--- src/rtl/ct_pkg.sv ---
// Shared types and helpers for the control-transfer sequencer.
package ct_pkg;

  typedef enum logic [2:0] {
    OpGoto = 3'd0,
    OpLt   = 3'd1,
    OpGt   = 3'd2,
    OpEq   = 3'd3,
    OpGe   = 3'd4,
    OpLe   = 3'd5,
    OpCall = 3'd6,
    OpRet  = 3'd7
  } ct_op_t;

  typedef enum logic [2:0] {
    StIdle,
    StMemReq,
    StMemWait,
    StEval,
    StPop,
    StJmpNext
  } ct_state_t;

  // Caller sign-extends temp1 so the helper stays width-agnostic.
  function automatic logic cond_taken(ct_op_t op, longint temp1);
    logic taken;
    case (op)
      OpLt:    taken = temp1 < 0;
      OpGt:    taken = temp1 > 0;
      OpEq:    taken = temp1 == 0;
      OpGe:    taken = temp1 >= 0;
      OpLe:    taken = temp1 <= 0;
      default: taken = 1'b0;
    endcase
    return taken;
  endfunction

endpackage

--- src/rtl/ctrl_transfer_unit_if.sv ---
// Request, program-memory and status signals between the main FSM and the sequencer.
interface ctrl_transfer_unit_if #(
  parameter int unsigned ADDR_W = 8,
  parameter int unsigned DATA_W = 8
) ();

  logic                start;
  ct_pkg::ct_op_t      op;
  logic [ADDR_W-1:0]   ip_in;
  logic [DATA_W-1:0]   temp1;
  logic                mem_rd;
  logic [ADDR_W-1:0]   mem_addr;
  logic [ADDR_W-1:0]   mem_q;
  logic [ADDR_W-1:0]   ip_out;
  logic                ip_load;
  logic                busy;
  logic                fault;
  logic                done;
  logic                empty;
  logic                full;

  modport master (
    output start, op, ip_in, temp1, mem_q,
    input  mem_rd, mem_addr, ip_out, ip_load, busy, fault, done, empty, full
  );

  modport slave (
    input  start, op, ip_in, temp1, mem_q,
    output mem_rd, mem_addr, ip_out, ip_load, busy, fault, done, empty, full
  );

endinterface

--- src/rtl/return_stack.sv ---
// Register-array LIFO holding return addresses; empty/full are registered off the pointer.
module return_stack #(
  parameter int unsigned ADDR_W      = 8,
  parameter int unsigned STACK_DEPTH = 8
) (
  input  logic              clk,
  input  logic              reset,
  input  logic              push,
  input  logic              pop,
  input  logic [ADDR_W-1:0] din,
  output logic [ADDR_W-1:0] dout,
  output logic              empty,
  output logic              full
);

  localparam int unsigned IdxW = $clog2(STACK_DEPTH);
  localparam int unsigned PtrW = IdxW + 1;

  logic [ADDR_W-1:0] mem_q [STACK_DEPTH];
  logic [PtrW-1:0]   ptr_q, ptr_d;
  logic              empty_q, full_q;
  logic              do_push, do_pop;
  logic [IdxW-1:0]   top_idx;

  assign do_push = push && !full_q;
  assign do_pop  = pop && !empty_q;
  assign top_idx = ptr_q[IdxW-1:0] - IdxW'(1);
  assign dout    = mem_q[top_idx];
  assign empty   = empty_q;
  assign full    = full_q;

  always_comb begin
    ptr_d = ptr_q;
    if (do_push) begin
      ptr_d = ptr_q + PtrW'(1);
    end else if (do_pop) begin
      ptr_d = ptr_q - PtrW'(1);
    end
  end

  always_ff @(posedge clk) begin
    if (reset) begin
      ptr_q   <= '0;
      empty_q <= 1'b1;
      full_q  <= 1'b0;
    end else begin
      ptr_q   <= ptr_d;
      empty_q <= (ptr_d == '0);
      full_q  <= (ptr_d == PtrW'(STACK_DEPTH));
    end
  end

  always_ff @(posedge clk) begin
    if (do_push) begin
      mem_q[ptr_q[IdxW-1:0]] <= din;
    end
  end

endmodule

--- src/rtl/ctrl_transfer_unit.sv ---
// Multi-cycle sequencer for GOTO/IF_xx/CALL/RET: fetches the target, evaluates the
// condition, maintains the return stack and hands back the next ip with a load strobe.
module ctrl_transfer_unit import ct_pkg::*; #(
  parameter int unsigned ADDR_W      = 8,
  parameter int unsigned DATA_W      = 8,
  parameter int unsigned STACK_DEPTH = 8
) (
  input logic                 clk,
  input logic                 reset,
  ctrl_transfer_unit_if.slave bus
);

  ct_state_t         state_q, state_d;
  ct_op_t            op_q, op_d;
  logic [ADDR_W-1:0] ip_q, ip_d;
  logic [DATA_W-1:0] temp1_q, temp1_d;
  logic [ADDR_W-1:0] target_q, target_d;
  logic [ADDR_W-1:0] next_ip_q, next_ip_d;
  logic              fault_q, fault_d;

  logic              push, pop;
  logic [ADDR_W-1:0] fall_through;
  logic [ADDR_W-1:0] stk_dout;
  logic              stk_empty, stk_full;

  assign fall_through = ip_q + ADDR_W'(2);

  return_stack #(
    .ADDR_W      (ADDR_W),
    .STACK_DEPTH (STACK_DEPTH)
  ) u_return_stack (
    .clk   (clk),
    .reset (reset),
    .push  (push),
    .pop   (pop),
    .din   (fall_through),
    .dout  (stk_dout),
    .empty (stk_empty),
    .full  (stk_full)
  );

  always_comb begin
    state_d   = state_q;
    op_d      = op_q;
    ip_d      = ip_q;
    temp1_d   = temp1_q;
    target_d  = target_q;
    next_ip_d = next_ip_q;
    fault_d   = fault_q;
    push      = 1'b0;
    pop       = 1'b0;

    case (state_q)
      StIdle: begin
        if (bus.start) begin
          op_d    = bus.op;
          ip_d    = bus.ip_in;
          temp1_d = bus.temp1;
          fault_d = 1'b0;
          state_d = (bus.op == OpRet) ? StPop : StMemReq;
        end
      end
      StMemReq: state_d = StMemWait;
      StMemWait: begin
        target_d = bus.mem_q;
        state_d  = StEval;
      end
      StEval: begin
        if (op_q == OpCall) begin
          // A CALL on a full stack traps without touching the stack or next ip.
          if (stk_full) begin
            fault_d = 1'b1;
          end else begin
            push      = 1'b1;
            next_ip_d = target_q;
          end
        end else if (op_q == OpGoto) begin
          next_ip_d = target_q;
        end else begin
          next_ip_d = cond_taken(op_q, longint'($signed(temp1_q))) ? target_q : fall_through;
        end
        state_d = StJmpNext;
      end
      StPop: begin
        if (stk_empty) begin
          fault_d = 1'b1;
        end else begin
          pop       = 1'b1;
          next_ip_d = stk_dout;
        end
        state_d = StJmpNext;
      end
      StJmpNext: state_d = StIdle;
      default:   state_d = StIdle;
    endcase
  end

  always_ff @(posedge clk) begin
    if (reset) begin
      state_q   <= StIdle;
      op_q      <= OpGoto;
      ip_q      <= '0;
      temp1_q   <= '0;
      target_q  <= '0;
      next_ip_q <= '0;
      fault_q   <= 1'b0;
    end else begin
      state_q   <= state_d;
      op_q      <= op_d;
      ip_q      <= ip_d;
      temp1_q   <= temp1_d;
      target_q  <= target_d;
      next_ip_q <= next_ip_d;
      fault_q   <= fault_d;
    end
  end

  assign bus.mem_rd   = (state_q == StMemReq);
  assign bus.mem_addr = (state_q == StMemReq) ? ip_q + ADDR_W'(1) : '0;
  assign bus.ip_out   = next_ip_q;
  assign bus.ip_load  = (state_q == StJmpNext) && !fault_q;
  assign bus.fault    = (state_q == StJmpNext) && fault_q;
  assign bus.done     = (state_q == StJmpNext);
  assign bus.busy     = (state_q != StIdle);
  assign bus.empty    = stk_empty;
  assign bus.full     = stk_full;

endmodule

--- src/flat_wrapper.sv ---
// flat-port wrapper written by rule: the top's interface ports become plain ports
module ctrl_transfer_unit_flat import ct_pkg::*;
#(
  parameter int unsigned ADDR_W      = 8,
  parameter int unsigned DATA_W      = 8,
  parameter int unsigned STACK_DEPTH = 8
)
  (clk, reset, bus_start, bus_op, bus_ip_in, bus_temp1, bus_mem_q, bus_mem_rd, bus_mem_addr, bus_ip_out, bus_ip_load, bus_busy, bus_fault, bus_done, bus_empty, bus_full);
  ctrl_transfer_unit_if #(.ADDR_W(ADDR_W), .DATA_W(DATA_W)) bus_i ();
  input logic clk;
  input logic reset;
  input wire logic [$bits(bus_i.start)-1:0] bus_start;
  input wire logic [$bits(bus_i.op)-1:0] bus_op;
  input wire logic [$bits(bus_i.ip_in)-1:0] bus_ip_in;
  input wire logic [$bits(bus_i.temp1)-1:0] bus_temp1;
  input wire logic [$bits(bus_i.mem_q)-1:0] bus_mem_q;
  output wire logic [$bits(bus_i.mem_rd)-1:0] bus_mem_rd;
  output wire logic [$bits(bus_i.mem_addr)-1:0] bus_mem_addr;
  output wire logic [$bits(bus_i.ip_out)-1:0] bus_ip_out;
  output wire logic [$bits(bus_i.ip_load)-1:0] bus_ip_load;
  output wire logic [$bits(bus_i.busy)-1:0] bus_busy;
  output wire logic [$bits(bus_i.fault)-1:0] bus_fault;
  output wire logic [$bits(bus_i.done)-1:0] bus_done;
  output wire logic [$bits(bus_i.empty)-1:0] bus_empty;
  output wire logic [$bits(bus_i.full)-1:0] bus_full;
  assign bus_i.start = bus_start;
  assign bus_i.op = bus_op;
  assign bus_i.ip_in = bus_ip_in;
  assign bus_i.temp1 = bus_temp1;
  assign bus_i.mem_q = bus_mem_q;
  assign bus_mem_rd = bus_i.mem_rd;
  assign bus_mem_addr = bus_i.mem_addr;
  assign bus_ip_out = bus_i.ip_out;
  assign bus_ip_load = bus_i.ip_load;
  assign bus_busy = bus_i.busy;
  assign bus_fault = bus_i.fault;
  assign bus_done = bus_i.done;
  assign bus_empty = bus_i.empty;
  assign bus_full = bus_i.full;
  ctrl_transfer_unit #(.ADDR_W(ADDR_W), .DATA_W(DATA_W), .STACK_DEPTH(STACK_DEPTH)) u_core (.clk(clk), .reset(reset), .bus(bus_i));
endmodule
--- config.mk ---
export PLATFORM = sky130hd
export DESIGN_NAME = ctrl_transfer_unit_flat
export DESIGN_NICKNAME = d
export VERILOG_FILES = /design/src/rtl/ct_pkg.sv /design/src/rtl/ctrl_transfer_unit_if.sv /design/src/rtl/return_stack.sv /design/src/rtl/ctrl_transfer_unit.sv /design/src/flat_wrapper.sv
export SDC_FILE = /design/constraint.sdc
export NUM_CORES = 1
export LEC_CHECK = 0
export CAP_MARGIN = 25
export CORE_MARGIN = 2
export CORE_UTILIZATION = 55
export CTS_CLUSTER_DIAMETER = 80
export DETAILED_ROUTE_END_ITERATION = 7
export GPL_ROUTABILITY_DRIVEN = 0
export HOLD_SLACK_MARGIN = 0.05
export PLACE_DENSITY_LB_ADDON = 0.15
export SETUP_SLACK_MARGIN = 0.05
export SYNTH_ARGS = -nofsm -noshare
export SYNTH_HDL_FRONTEND = slang
export SYNTH_SLANG_ARGS = --single-unit
export TNS_END_PERCENT = 100
--- constraint.sdc ---
create_clock -name clk -period 3.25 [get_ports clk]
set_clock_uncertainty 0.1 [all_clocks]
set_input_delay 0.325 -clock clk [delete_from_list [all_inputs] [get_ports clk]]
set_output_delay 0.325 -clock clk [all_outputs]
set_load 0.05 [all_outputs]
Word level (Yosys, flattened, before mapping)
Memories as Yosys holds them, arrays and structs flattened.
Cells that the tools add are included.
- register bits after elaboration: 45
- memory bits (writable): 64
- input port bits: 30
- output and inout bits: 23
- memories: 1
- $add $sub $neg: 5
- magnitude comparators: 4
- eq/ne operators: 19
- mux-type cells: 28
- reductions and logical operators: 18
- memories (name ; depth ; bits a word ; read ports ; clocked after Yosys merged registers in ; wr ports ; line ; text):
    u_core.u_return_stack.mem_q ; 8 ; 8 ; 1 ; 0 ; 1 ; return_stack.sv:19 ; logic [ADDR_W-1:0] mem_q [STACK_DEPTH];
- operator list (operator ; count):
    $logic_not A64 Y1 ; 1
    $mux W8 ; 6
    $eq A3 B3 Y1 const B ; 6
    $pmux W8 S2 ; 1
    $mux W1 ; 14
    $eq A3 B2 Y1 const B ; 4
    $pmux W3 S4 ; 1
    $add A8 B1 Y8 const B ; 1
    $add A8 B2 Y8 const B ; 1
    $ge A8 B1 Y1 const B ; 1
    $gt A8 B1 Y1 const B ; 1
    $le A8 B1 Y1 const B ; 1
    $lt A8 B1 Y1 const B ; 1
    $mux W4 ; 2
    $ne A2 B2 Y1 const B ; 4
    $eq A3 B1 Y1 const B ; 2
    $logic_not A3 Y1 ; 2
    $mux W3 ; 2
    $reduce_bool A3 Y1 ; 2
    $pmux W1 S5 ; 1
    $reduce_and A5 Y1 ; 1
    $add A4 B1 Y4 const B ; 1
    $eq A4 B4 Y1 const B ; 1
    $logic_and A1 B1 Y1 ; 4
    other kinds (11) ; 13

Logic depth before layout (Yosys ltp)
Gate-level depths: netlist of run 1.
- depth after elaboration: 9
- gate-level depth with buffers: 12
- depth with buffers taken out: 8

By module
From an unflattened synthesis of run 1, not the netlist that was laid out.
- cells, all modules: 409
- area, all modules: 4934.7 sq um
- by module, submodules not included (module ; times used ; cells an instance ; area each (sq um)):
    return_stack ; 1 ; 149 ; 2910.3
    ctrl_transfer_unit ; 1 ; 260 ; 2024.4

Worst setup path after synthesis of run 1
No wires, ideal clock.
- path type: flip-flop to flip-flop
- from: reg u_core.u_return_stack.ptr_q[0]
- to: reg u_core.next_ip_q[5], in the netlist u_core.bus.ip_out[5]
- setup time: 0.134 ns
- arrival time: 2.351 ns
- required time: 3.016 ns
- slack: 0.665 ns
- cell stages (with the launch flop): 12
- clock period less this slack: 2.585 ns
- path through: dfxtp_1 > buf_2 > buf_2 > inv_1 > ha_1 > buf_2 > buf_1 > mux4_2 > mux2i_1 > nor2_1 > a21oi_1 > o22ai_1
- word-level cells in the longest chain between the ends: 4
- RTL lines (element ; line ; text):
    start, declared ; return_stack.sv:20 ; logic [PtrW-1:0] ptr_q, ptr_d;
    start signal, assigned ; return_stack.sv:47 ; ptr_q <= ptr_d;
    $sub A3 B1 Y3 ; return_stack.sv:27 ; assign top_idx = ptr_q[IdxW-1:0] - IdxW'(1);
    $mem_v2 Z8 W8 ; -- ;
    $mux W8 ; ctrl_transfer_unit.sv:85 ; if (stk_empty) begin
    $pmux W8 S2 ; ctrl_transfer_unit.sv:53 ; case (state_q)
    end signal, assigned ; ctrl_transfer_unit.sv:113 ; next_ip_q <= next_ip_d;
    end, declared ; ctrl_transfer_unit.sv:18 ; logic [ADDR_W-1:0] next_ip_q, next_ip_d;
No other way between the ends. The select of a mux whose other input is x is not followed.
A chain may end at the register's enable or synchronous reset.

Final worst setup path of run 1
- from: reg u_core.ip_q[1]
- to: out bus_mem_addr[6]
- word-level cells in the longest chain between the ends: 2
- RTL lines (element ; line ; text):
    start, declared ; ctrl_transfer_unit.sv:15 ; logic [ADDR_W-1:0] ip_q, ip_d;
    start signal, assigned ; ctrl_transfer_unit.sv:110 ; ip_q <= ip_d;
    $add A8 B1 Y8 ; ctrl_transfer_unit.sv:119 ; assign bus.mem_addr = (state_q == StMemReq) ? ip_q + ADDR_W'(1) : '0;
    $mux W8 ; ctrl_transfer_unit.sv:119 ;
    end, declared ; flat_wrapper.sv:18 ; output wire logic [$bits(bus_i.mem_addr)-1:0] bus_mem_addr;
No other way between the ends.

==> summary.md, run 1 <==
| Metric | Value |
|---|---|
| WP data arrival | 2.64 ns |
| Setup TNS | 0 ns |
| DRT iter0 DRCs | 323 |
| Post-route cell area | 5900 um2 |
| Wire length per cell | about 18 um |
| Outcome | completed |
| Hold crit path type | flip-flop to flip-flop |
| Maximum VDD drop | 280 uV |
| CTS clk-pin slew, worst paths | 0.12 ns |
| Post-CTS setup buffers | 0 |
| Root buf cell | clkbuf_8 |
| Ratio of cells with drive above 1 in the final layout | 11.8% |
| DP Wirelength | 7850 um |
| Total clock sinks | between 100 and 150 |
| Tot GR Track Use | 23.1% |
| Cts bufs inserted | 9 |
| Global-route wire length before repair | 17600 um |
| Data required time of the critical path | 2.82 ns |
| Drt drc | 0 |
| Post-synthesis sequential area ratio | around 56% |
| Area delta synth->final | 16.4% |
| Pwr dens | 543 nW/um2 |
| Setup violators final | 0 |
| Antenna diodes | 0 |
| DR pass1 iterations | 5 |
| Max Slew Vio Count | 0 |
| Clock group share of total power | 26.7% |
| Antenna viol nets, final | 0 |
| Net Sw Frac | 33.2% |
| Fin crit period | around 3.1 ns |
| Relative slew slack | 35.3% |
| Die Span Y | 100 um |
| Tightest Pin Transition | 0.968 ns |
| RSZ-0062 raised after global routing | false |
| CTS tree | done |
| Htree depth | 3 |
| PortBufs | 52 |
| Post-Syn Nets | 483 |
| Avg Synthesized Cell Area | 11.3 um2 |
| Worst skew pair latency | 0.39 ns |
| Starting Density | 55.7% |
| Post-synth EDFFs | 64 |
| Warnings from Yosys | 0 |
| MaxCap Viol Count | 0 |
| Mapped Area | 5070 um2 |
| Design Power | between 3 and 4 mW |
| Vias in the first global route | approximately 3500 |
| Critical path fanouts, max | 8 |
| Share of the synthesized area in the top cell type | 37.9% |
| Synth area leaders | edfxtp_1 (38%), dfxtp_1 (18%), mux4_2 (7.1%) |
| Final core utilization | 64.8% |
| Die W | 100 um |
| P_sw | 1.06 mW |
| Routed WL | between 10000 and 15000 um |
| Vias/cell | 5.93 |
| Final Hold Viols | 0 |
| Initial antenna violation count | 0 |
| Leakage | 2.02 nW |
| Startpoint class of the critical path | flip-flop |
| Final net count | 528 |
| P_int | 2.14 mW |
| Synth Flop Type | edfxtp_1 |
| CP endpoint kind | primary output |
| I/O pin cnt | 53 |
| Area leader, netlist | edfxtp_1 |
| Fin crit share | 94.4% |
| Core Area | 9110 um2 |
| FMAX | 326 MHz |
| # rows | 35 |
| Largest net degree at the start of global routing | 26 |
| Ys async rst share | 0% |
| Post-Place Setup Slack | 0.569 ns |
| Seq cells post-synth | ~110 |
| Worst Setup Slack, final | 0.182 ns |
| Post-placement cell area | 5690 um2 |
| Logic gate share of total power | 22.3% |
| WS Path Type | flip-flop to primary output |
| Die footprint | 10000 um2 |
| Cells after synthesis | 449 |
| Routed vias | 3618 |
| Max clock buf depth | 2 |
| Sequential Power Share | 51.0% |
| Synth unique cells | 59 |
| GRT overflow | 0 |
-- cell usage after synthesis (all sizes together), types with 9 or more instances --
library cell and count:
o21ai 17, inv 11, nand3 9, dfxtp 45, edfxtp 64, buf 14
clkbuf 18, xor2 9, a21oi 30, mux2i 18, nor3 13, nor2 38
nand2 58, mux4 16
-- cell families after synthesis --
| kind of cell | count (synthesis) | share of synthesized area [%] |
|---|---|---|
| AOI/OAI and AO/OA | 88 | 11.0 |
| xor gates and xnor gates | 14 | 2.42 |
| adders and majority gates | 4 | 0.986 |
| buffers and inverters | 43 | 3.80 |
| DFF | 109 | 55.6 |
| muxes | 38 | 11.5 |
| and+or+nand+nor | 153 | 14.6 |
-- sequential cells by signal, indices dropped and copies added, names as in the netlist --
signal and count:
u_core.ip_q 8, u_core.u_return_stack.empty 1, u_core.fault_q 1, u_core.temp1_q 8, u_core.state_q 3, u_core.target_q 8
u_core.u_return_stack.full 1, u_core.u_return_stack.mem_q 64, u_core.u_return_stack.ptr_q 4, u_core.op_q 3, u_core.bus.ip_out 8
-- cell usage in the layout (no fill, tap or decap), drive strengths merged, types with 3 or more instances in the layout --
cell type and count:
clkinv 3, a22oi 4, and2 5, nand3 9
xor2 9, or3 4, inv 15, nand2 58
nor4 3, xnor2 5, mux2i 18, nor3b 3
ha 4, nand3b 3, mux4 16, buf 14
a211oi 7, o21ai 17, dfxtp 45, nor3 13
nor2 38, edfxtp 64, nand2b 3, o22ai 7
a31oi 3, a21oi 30, clkbuf 9, clkdlybuf4s50 51
mux2 4, nor2b 6, or2 3
-- metrics by stage --
step | instances | hold WS [ns]
final | 610 | 0.369
after global routing | 610 | 0.373
after CTS | 610 | 0.368
after detailed placement | 594 | 0.335
after global placement | 594 | 0.338
after floorplan | 449 | 0.336
-- worst max-delay path, cell delays in order, from the launching register on --
cell,delay (ns)
dfxtp_1,0.49
ha_1,0.25
nand3_1,0.13
or3_1,0.37
a21oi_1,0.18
clkdlybuf4s50_1,0.84
-- final timing paths --
kind	start	endpoint	slack, ns	cells after the start
min reg2reg	u_core.bus.ip_out[1]	u_core.bus.ip_out[1]	0.37	2
max	u_core.ip_q[1]	bus_mem_addr[6]	0.18	5
min	u_core.bus.ip_out[1]	u_core.bus.ip_out[1]	0.37	2
max reg2reg	u_core.u_return_stack.ptr_q[1]	u_core.bus.ip_out[5]	0.76	8
-- timing repair --
item / CTS / global route
hold buffers: 0 / 0
resized for setup: 0 / 1
endpoints found under the setup margin: 0 / 1
-- final cells by class --
| class | instances | area (um2) |
|---|---|---|
| Timing Repair Buffer | 66 | 628 |
| Tap cell | 111 | 139 |
| Clock inverter | 7 | 91.3 |
| Multi-Input combinational cell | 297 | 2060 |
| Inverter | 11 | 41.3 |
| Sequential cell | 109 | 2820 |
| Fill cell | 743 | 3200 |
| Clock buffer | 9 | 124 |
-- power groups by stage --
stage / clock (mW) / combinational, mW / sequential (mW)
6_report: 0.854 / 0.715 / 1.64
5_1_grt: 0.919 / 0.779 / 1.65
4_1_cts: 0.862 / 0.714 / 1.63
3_5_place_dp: 0 / 0.712 / 1.67
3_3_place_gp: 0 / 0.699 / 1.66
2_1_floorplan: 0 / 0.545 / 1.63
-- layer usage --
metal	part of all wire (%)	GRT usage [%]	wire length, um	up-vias
met2	48	37.0	5360	150
met3	7.6	6.06	852	18
met4	1.8	6.53	199	0
met1	43	31.7	4840	1714
li1	-	-	-	1736
met5	0	0	0	-
Power figures use the tool's default switching activity.
==> inputs of run 2 (changes only) <==
--- a/config.mk
+++ b/config.mk
@@ -7,7 +7,7 @@
 export LEC_CHECK = 0
 export CAP_MARGIN = 25
 export CORE_MARGIN = 2
-export CORE_UTILIZATION = 55
+export CORE_UTILIZATION = 45
 export CTS_CLUSTER_DIAMETER = 80
 export DETAILED_ROUTE_END_ITERATION = 7
 export GPL_ROUTABILITY_DRIVEN = 0
==> run 2 against run 1 <==
Effect of this change: critical path depth stayed put; sequential power about the same; combinational power barely moved; critical path type unchanged.
==> summary.md, run 2 (synthesis gave the netlist of run 1 again) <==
| Metric | Value |
|---|---|
| PortBufs | 52 |
| Hold Path Cell Cnt | 2 |
| Fin crit share | between 90% and 100% |
| Setup TNS | 0 ns |
| GRT Max-Usage Layer | met2 |
| CP endpoint kind | primary output |
| Drt drc | 0 |
| Antenna viol nets, final | 0 |
| DRT iter0 DRCs | 387 |
| Routed vias | 3576 |
| Relative slew slack | 34.9% |
| Startpoint class of the critical path | flip-flop |
| Pwr dens | between 500 and 600 nW/um2 |
| Final Hold Viols | 0 |
| CP peak stage delay | 0.84 ns |
| Post-route cell area | 6020 um2 |
| Largest net degree at the start of global routing | 26 |
| Die footprint | about 12000 um2 |
| Maximum VDD drop | 345 uV |
| Outcome | completed |
| GRT met1 Usage | 28.3% |
| CP cell instances | ha_1 > nand3_1 > or3_1 > a21oi_1 > clkdlybuf4s50_1 |
| WS Path Type | flip-flop to primary output |
| Final core utilization | 55.0% |
| FMAX | 335 MHz |
| Area delta synth->final | 18.6% |
| Antenna diodes | 0 |
| Leakage | 2.06 nW |
| Grt met2 use | 30.9% |
| Starting Density | a little under half |
| RSZ-0062 raised after global routing | false |
| CTS tree | done |
| Total clock sinks | 109 |
| Routed WL | 11500 um |
| DR pass1 iterations | 6 |
| I/O pin cnt | 53 |
| Die W | 110 um |
| Worst R2R Path Depth | 8 |
| Initial antenna violation count | 0 |
| Routing usage on met3 | 4.53% |
| Post-CTS setup buffers | 0 |
| Fill count | 940 |
| Wire length per cell | 18.0 um |
| DP Wirelength | between 7000 and 8000 um |
| Tot GR Track Use | 19.9% |
| Hold crit path type | flip-flop to flip-flop |
| Max clock buf depth | 2 |
| Htree depth | 3 |
| Global-route wire length before repair | 17900 um |
| Commonest cells after routing, fill and taps aside | edfxtp_1 (64), nand2_1 (57), clkdlybuf4s50_1 (51) |
| Most common cell after layout, fill and taps aside | edfxtp_1 |
| Worst skew pair latency | roughly 0.34 ns |
| # rows | 38 |
| MaxCap Viol Count | 0 |
| Critical path fanouts, max | 8 |
| Post-placement cell area | 5730 um2 |
| Data required time of the critical path | 2.82 ns |
| Fin crit period | 2.99 ns |
| Vias in the first global route | 3361 |
| Fin Hold WS | approximately 0.36 ns |
| Die Span Y | 110 um |
| Critical Path Slowest Stage Cell | clkdlybuf4s50_1 |
| Tightest Pin Transition | 0.973 ns |
| Root buf cell | clkbuf_16 |
| Max Slew Vio Count | 0 |
| Ratio of cells with drive above 1 in the final layout | 11.8% |
| WP data arrival | 2.56 ns |
| Setup violators final | 0 |
| CTS clk-pin slew, worst paths | 0.07 ns |
| Core Area | 10900 um2 |
| GRT overflow | 0 |
| Vias/cell | 5.59 |
| Design Power | roughly 3.4 mW |
| Cts bufs inserted | 9 |
| Largest register FFs | 64 |
| Final net count | between 500 and 600 |
## run 2: changes by cell type in the layout (fill, tap and decap cells not counted)
cell,delta
clkbuf_16,+9
clkbuf_8,-8
clkinvlp_4,+1
clkbuf_1,+1
inv_12,-2
inv_8,+1
buf_4,+1
inv_6,-1
clkinv_2,+1
clkinv_8,-2
## run 2: worst paths after layout
| kind | start | endpoint | slack (ns) |
|---|---|---|---|
| hold / removal | u_core.temp1_q[0] | u_core.temp1_q[0] | 0.36 |
| setup reg to reg | u_core.u_return_stack.ptr_q[1] | u_core.bus.ip_out[7] | 0.71 |
| setup / recovery | u_core.ip_q[1] | bus_mem_addr[6] | 0.26 |
| hold reg to reg | u_core.temp1_q[0] | u_core.temp1_q[0] | 0.36 |
## run 2: what timing repair did
action,CTS,global route
hold buffers,0,0
endpoints found under the setup margin,0,1
resized for setup,0,1
## run 2: layout make-up
cell class / count / area, um2 / area share, %
clock inverters: 5 / 41.3 / 0.686
inverters: 11 / 41.3 / 0.686
flip-flops and latches: 109 / 2820 / 46.9
multi-input cells: 297 / 2060 / 34.2
clock buffers: 11 / 243 / 4.03
well taps: 140 / 175 / 2.91
repair buffers: 67 / 636 / 10.6
## run 2: through the flow
| stage | worst slack [ns] | std cells |
|---|---|---|
| after global placement | 0.588 | 624 |
| after floorplan | 0.665 | 449 |
| final | 0.261 | 640 |
| after CTS | 0.191 | 640 |
| after global routing | 0.118 | 640 |
| after detailed placement | 0.584 | 624 |
## run 2: power by group
group | internal (mW) | switching (mW)
logic | 0.283 | 0.431
registers | 1.54 | 0.0948
clock network | 0.550 | 0.493
## run 2: worst max-delay path, delay by kind of cell (launching register included)
family,cells,cell delay (ns)
adder cells (fa/ha/maj),1,0.24
AND/OR/NAND/NOR,2,0.51
AO/OA/AOI/OAI,1,0.16
flip-flops,1,0.47
buffers and inverters,1,0.84
## run 2: per-layer routing
layer	routed length (um)	part of all wire, %	vias up
met5	0	0	-
met4	107	0.93	0
met3	606	5.3	11
met2	5230	45	102
met1	5570	48	1724
li1	-	-	1739
